--- src/rtl/tdm_pkg.sv ---
// Shared definitions for the TDM link: state encoding, default frame geometry
// and the slot-counter width helper used by both the mux and demux sides.
package tdm_pkg;

    typedef enum logic {
        HUNT   = 1'b0,
        LOCKED = 1'b1
    } tdm_state_e;

    localparam int TDM_LANES = 4;
    localparam int TDM_WIDTH = 8;

    function automatic int slot_width(input int lanes);
        return (lanes > 1) ? $clog2(lanes) : 1;
    endfunction

endpackage

--- src/rtl/tdm_slot_counter.sv ---
// Mod-LANES slot counter with priority clear > load-to-1 > increment.
module tdm_slot_counter
    import tdm_pkg::*;
#(
    parameter int LANES = TDM_LANES,
    localparam int SW   = slot_width(LANES)
) (
    input  logic          clk,
    input  logic          rst,
    input  logic          en_i,
    input  logic          load1_i,
    input  logic          clr_i,
    output logic [SW-1:0] slot_o
);

    localparam logic [SW-1:0] LAST = SW'(LANES - 1);

    logic [SW-1:0] slot_q, slot_d;

    always_comb begin
        slot_d = slot_q;
        if (clr_i) begin
            slot_d = '0;
        end else if (load1_i) begin
            slot_d = SW'(1);
        end else if (en_i) begin
            slot_d = (slot_q == LAST) ? '0 : slot_q + SW'(1);
        end
    end

    always_ff @(posedge clk or posedge rst) begin
        if (rst) begin
            slot_q <= '0;
        end else begin
            slot_q <= slot_d;
        end
    end

    assign slot_o = slot_q;

endmodule

--- src/rtl/tdm_demux.sv ---
// TDM receive side: aligns to frame_sync, assembles each frame in a shadow
// register and publishes it in parallel with a one-cycle dout_valid strobe.
module tdm_demux
    import tdm_pkg::*;
#(
    parameter int LANES = TDM_LANES,
    parameter int WIDTH = TDM_WIDTH
) (
    input  logic                   clk,
    input  logic                   rst,
    input  logic [WIDTH-1:0]       din,
    input  logic                   din_valid,
    input  logic                   frame_sync,
    output logic [LANES*WIDTH-1:0] dout,
    output logic                   dout_valid,
    output logic                   locked,
    output logic                   sync_err,
    output tdm_state_e             dbg_state_o
);

    localparam int SW = slot_width(LANES);
    localparam logic [SW-1:0] LAST = SW'(LANES - 1);

    typedef logic [LANES-1:0][WIDTH-1:0] frame_t;

    tdm_state_e state_q, state_d;
    frame_t     shadow_q, shadow_d;
    frame_t     dout_q, dout_d;
    logic       dout_valid_q, dout_valid_d;
    logic       sync_err_q, sync_err_d;
    logic [SW-1:0] slot;
    logic       cnt_en, cnt_load1, cnt_clr;

    tdm_slot_counter #(.LANES(LANES)) u_slot (
        .clk     (clk),
        .rst     (rst),
        .en_i    (cnt_en),
        .load1_i (cnt_load1),
        .clr_i   (cnt_clr),
        .slot_o  (slot)
    );

    always_comb begin
        state_d      = state_q;
        shadow_d     = shadow_q;
        dout_d       = dout_q;
        dout_valid_d = 1'b0;
        sync_err_d   = 1'b0;
        cnt_en       = 1'b0;
        cnt_load1    = 1'b0;
        cnt_clr      = 1'b0;
        if (din_valid) begin
            case (state_q)
                HUNT: begin
                    if (frame_sync) begin
                        shadow_d[0] = din;
                        cnt_load1   = 1'b1;
                        state_d     = LOCKED;
                    end
                end
                LOCKED: begin
                    if (frame_sync && slot != '0) begin
                        // Early sync: drop the partial frame, restart at slot 0.
                        sync_err_d  = 1'b1;
                        shadow_d    = '0;
                        shadow_d[0] = din;
                        cnt_load1   = 1'b1;
                    end else if (!frame_sync && slot == '0) begin
                        sync_err_d = 1'b1;
                        cnt_clr    = 1'b1;
                        state_d    = HUNT;
                    end else begin
                        shadow_d[slot] = din;
                        cnt_en         = 1'b1;
                        if (slot == LAST) begin
                            dout_d       = shadow_d;
                            dout_valid_d = 1'b1;
                        end
                    end
                end
                default: state_d = HUNT;
            endcase
        end
    end

    always_ff @(posedge clk or posedge rst) begin
        if (rst) begin
            state_q      <= HUNT;
            shadow_q     <= '0;
            dout_q       <= '0;
            dout_valid_q <= 1'b0;
            sync_err_q   <= 1'b0;
        end else begin
            state_q      <= state_d;
            shadow_q     <= shadow_d;
            dout_q       <= dout_d;
            dout_valid_q <= dout_valid_d;
            sync_err_q   <= sync_err_d;
        end
    end

    assign dout        = dout_q;
    assign dout_valid  = dout_valid_q;
    assign sync_err    = sync_err_q;
    assign locked      = (state_q == LOCKED);
    assign dbg_state_o = state_q;

endmodule

--- config.mk ---
export PLATFORM = sky130hd
export DESIGN_NAME = tdm_demux
export DESIGN_NICKNAME = d
export VERILOG_FILES = /design/src/rtl/tdm_pkg.sv /design/src/rtl/tdm_slot_counter.sv /design/src/rtl/tdm_demux.sv
export SDC_FILE = /design/constraint.sdc
export NUM_CORES = 1
export LEC_CHECK = 0
export ABC_AREA = 1
export BUFFER_PORTS_ARGS = -buffer_cell sky130_fd_sc_hd__buf_4
export CORE_MARGIN = 2
export CORE_UTILIZATION = 35
export CTS_CLUSTER_DIAMETER = 60
export DETAILED_ROUTE_END_ITERATION = 10
export GPL_ROUTABILITY_DRIVEN = 1
export PLACE_DENSITY = 0.56
export SLEW_MARGIN = 20
export SYNTH_ARGS = -nofsm -noshare
export SYNTH_HDL_FRONTEND = slang
export SYNTH_SLANG_ARGS = --single-unit
--- constraint.sdc ---
create_clock -name clk -period 3.8 [get_ports clk]
set_input_delay 0.19 -clock clk [delete_from_list [all_inputs] [get_ports clk]]
set_output_delay 0.19 -clock clk [all_outputs]
set_load 0.02 [all_outputs]
==> results.py <==
metrics = {
    "synthesis": {
        "avgSynthCellArea_um2": 8.264,
        "yosysSeqAreaShare_pct": 51.36,
        "ys.warnings.count": 0,
        "syn_inst": 395,
        "synth-seq-cells": 67,
        "netlist_top_cells_count": "nand2_1 (175), dfrtp_1 (67), inv_1 (36)",
        "synth_largest_area_cell": "dfrtp_1",
        "synth.distinct_cells": 23,
        "syn_nets": 415,
        "yosys.area.top_type_share_pct": 51.36,
        "syn_area_um2": 3264,
        "yosysMostFrequentCell": "nand2_1",
        "synth_edf_count": 0,
        "async_reset_ff_share_pct": 100.0,
        "synthTopCellsByArea": "dfrtp_1 (51%), nand2_1 (20%), o21ai_0 (4.4%)",
        "synth_flop_cell": "dfrtp_1",
    },
    "status": {
        "status": "finished with violations",
        "violations": "hold timing",
    },
    "clock_network": {
        "insertion_delay_ps": 340,
        "clkSinkCount": 67,
        "cts_buffers": 9,
        "cts.reportedPaths.clkPinSlew_ps": 70,
        "postCtsSetupRepairBufs": 0,
        "ctsHoldBuffers": 0,
        "clock_path_buffers": 2,
        "cts_tree": "done",
        "cts_max_level": 3,
        "cts_resized": 0,
        "ctsRootBufferMaster": "clkbuf_8",
    },
    "sta": {
        "slew_violations": 0,
        "finalSetupTns_ps": 0,
        "hold_viol": 45,
        "worst_slack_ps": 1453,
        "skew_ps": 4.382,
        "max_slew_margin_pct": 45.75,
        "setup_viol": 0,
        "finalCriticalPeriod_ps": 2347,
        "grt_setup_unrepaired": "false",
        "fin_crit_sh_pct": 61.77,
        "max_freq_ghz": 0.4260,
        "worst_slew_pin_slew_ps": 812.7,
        "hold_slack_ps": -20.90,
    },
    "die": {
        "dieWidth_um": 100.6,
        "die_y_um": 100.6,
        "num_rows": 35,
        "core_um2": 9153,
        "start_util_pct": 35.67,
        "pin_count": 48,
        "die-area_um2": 10120,
    },
    "global_route": {
        "gr-usage-met1_pct": 23.47,
        "grtUsageTotal_pct": 16.67,
        "grt-busiest-layer": "met2",
        "use_met2_pct": 24.99,
        "antenna_found_initial": 0,
        "grt_pass1_vias": 2597,
        "use_met3_pct": 3.259,
        "grt_pass1_wl_um": 12990,
        "grt_overflow": 0,
        "grt_max_degree": 47,
    },
    "setup_path": {
        "max_stage_delay_ps": 600,
        "worstPathArrival_ps": 2630,
        "slowest_stage": "nor2_4",
        "crit_top_cell": "ha_1",
        "critical_path.top_delay_family": "simple AND/OR/NAND/NOR gates",
        "crit_fanout": 28,
        "crit_required_ps": 4080,
        "cp-start-kind": "flop",
        "critPathKind": "flop to flop",
        "cp_num_buf_inv": 2,
        "crit_path_end_kind": "flop",
        "cp_cell_sequence": "inv_1, ha_1, ha_1, nor2_4, buf_4, nand3_2, o21ai_2",
    },
    "finish": {
        "instances_no_fill": 556,
        "synthToLayoutAreaGrowth_pct": 17.55,
        "drive_above_1_share_pct": 20.45,
        "insertedDiodeCount": 0,
        "seq_area_um2": 1677,
        "final_nets": 461,
        "multi_input_area_um2": 1311,
        "fill_cells": 949,
        "final_util_pct": 41.93,
    },
    "route": {
        "wl_per_cell_um": 13.81,
        "via_per_inst": 4.716,
        "dr.pass1.iters": 5,
        "ant_nets": 0,
        "wl_um": 7680,
        "drt_iter0_markers": 160,
        "drc": 0,
        "num_vias": 2622,
    },
    "power_and_ir_drop": {
        "p_leak_uw": 0.002056,
        "p_per_area_nw_per_um2": 795.8,
        "vdd_drop_max_mv": 0.3533,
    },
    "run": {
        "maxCapViolCount": 0,
    },
    "placement": {
        "hpwl_um": 5204,
        "place_ws_ps": 1467,
        "finalWeightedCongestion": 0.8396,
        "io_buffers": 47,
        "dp_cells": 541,
    },
    "min_path": {
        "hp-class": "input port to asynchronous set/reset pin",
    },
}
[area by class of cell]
type | instances | area share [%]
repair buffers | 51 | 9.977
flip-flops and latches | 67 | 43.69
well taps | 111 | 3.619
clock inverters | 3 | 1.043
multi-input cells | 272 | 34.17
inverters | 40 | 3.978
clock buffers | 12 | 3.521
[power breakdown]
group	leakage [uW]	switching, uW	total (uW)	internal (uW)
logic	0.00107	869	1360	490
registers	0.000894	145	1130	987
clock network	0.0000902	265	563	298
total	0.00206	1280	3050	1770
[cell usage in the layout (no fill, tap or decap), drive strengths merged]
cell	count
a21oi	3
buf	51
bufinv	1
clkbuf	12
clkinv	5
dfrtp	67
ha	8
inv	37
nand2	181
nand3	20
nand4	1
nor2	7
o21ai	45
o22ai	7
[worst reg2reg max path, delay by kind of cell, from the launching register on]
| family | cells | cell delay (ps) |
|---|---|---|
| buffers and inverters | 2 | 460 |
| adder cells (fa/ha/maj) | 2 | 640 |
| flip-flops | 1 | 410 |
| AO/OA/AOI/OAI | 1 | 70 |
| AND/OR/NAND/NOR | 2 | 700 |
[cell families after synthesis]
family	count (synthesis)	share of synthesized area [%]
compound gates	55	9.621
fa+ha+maj	8	3.066
buf+inv	56	8.470
flops	67	51.36
simple gates	209	27.48
[registers in the layout, summed over array words and instances, names as in the netlist]
register,cells
sync_err,1
u_slot.slot_o,2
dout,32
dbg_state_o,1
dout_valid,1
shadow_q,30
[worst paths after layout]
path                                   from            to  slack [ps]  depth (start not counted)
setup / recovery           u_slot.slot_o[0]  shadow_q[21]        1450                          7
hold / removal                          rst      dout[19]         -20                          2
setup reg to reg           u_slot.slot_o[0]  shadow_q[21]        1450                          7
hold reg to reg                    dout[11]      dout[11]         480                          2
max in group asynchronous               rst      dout[27]        3050                          3
min in group clk                  din_valid      sync_err         160                          3
[through the flow]
| step | instance area (um^2) | power (uW) |
|---|---|---|
| 6_report | 3837 | 3054 |
| 5_1_grt | 3837 | 3308 |
| 4_1_cts | 3836 | 3086 |
| 3_5_place_dp | 3661 | 2507 |
| 3_3_place_gp | 3661 | 2487 |
| 2_1_floorplan | 3264 | 2094 |
[per-layer routing]
metal	part of all wire [%]	vias up
met5	0	-
met3	3.9	14
met2	44	74
li1	-	1324
met4	2.4	0
met1	49	1210
Power figures use the tool's default switching activity.
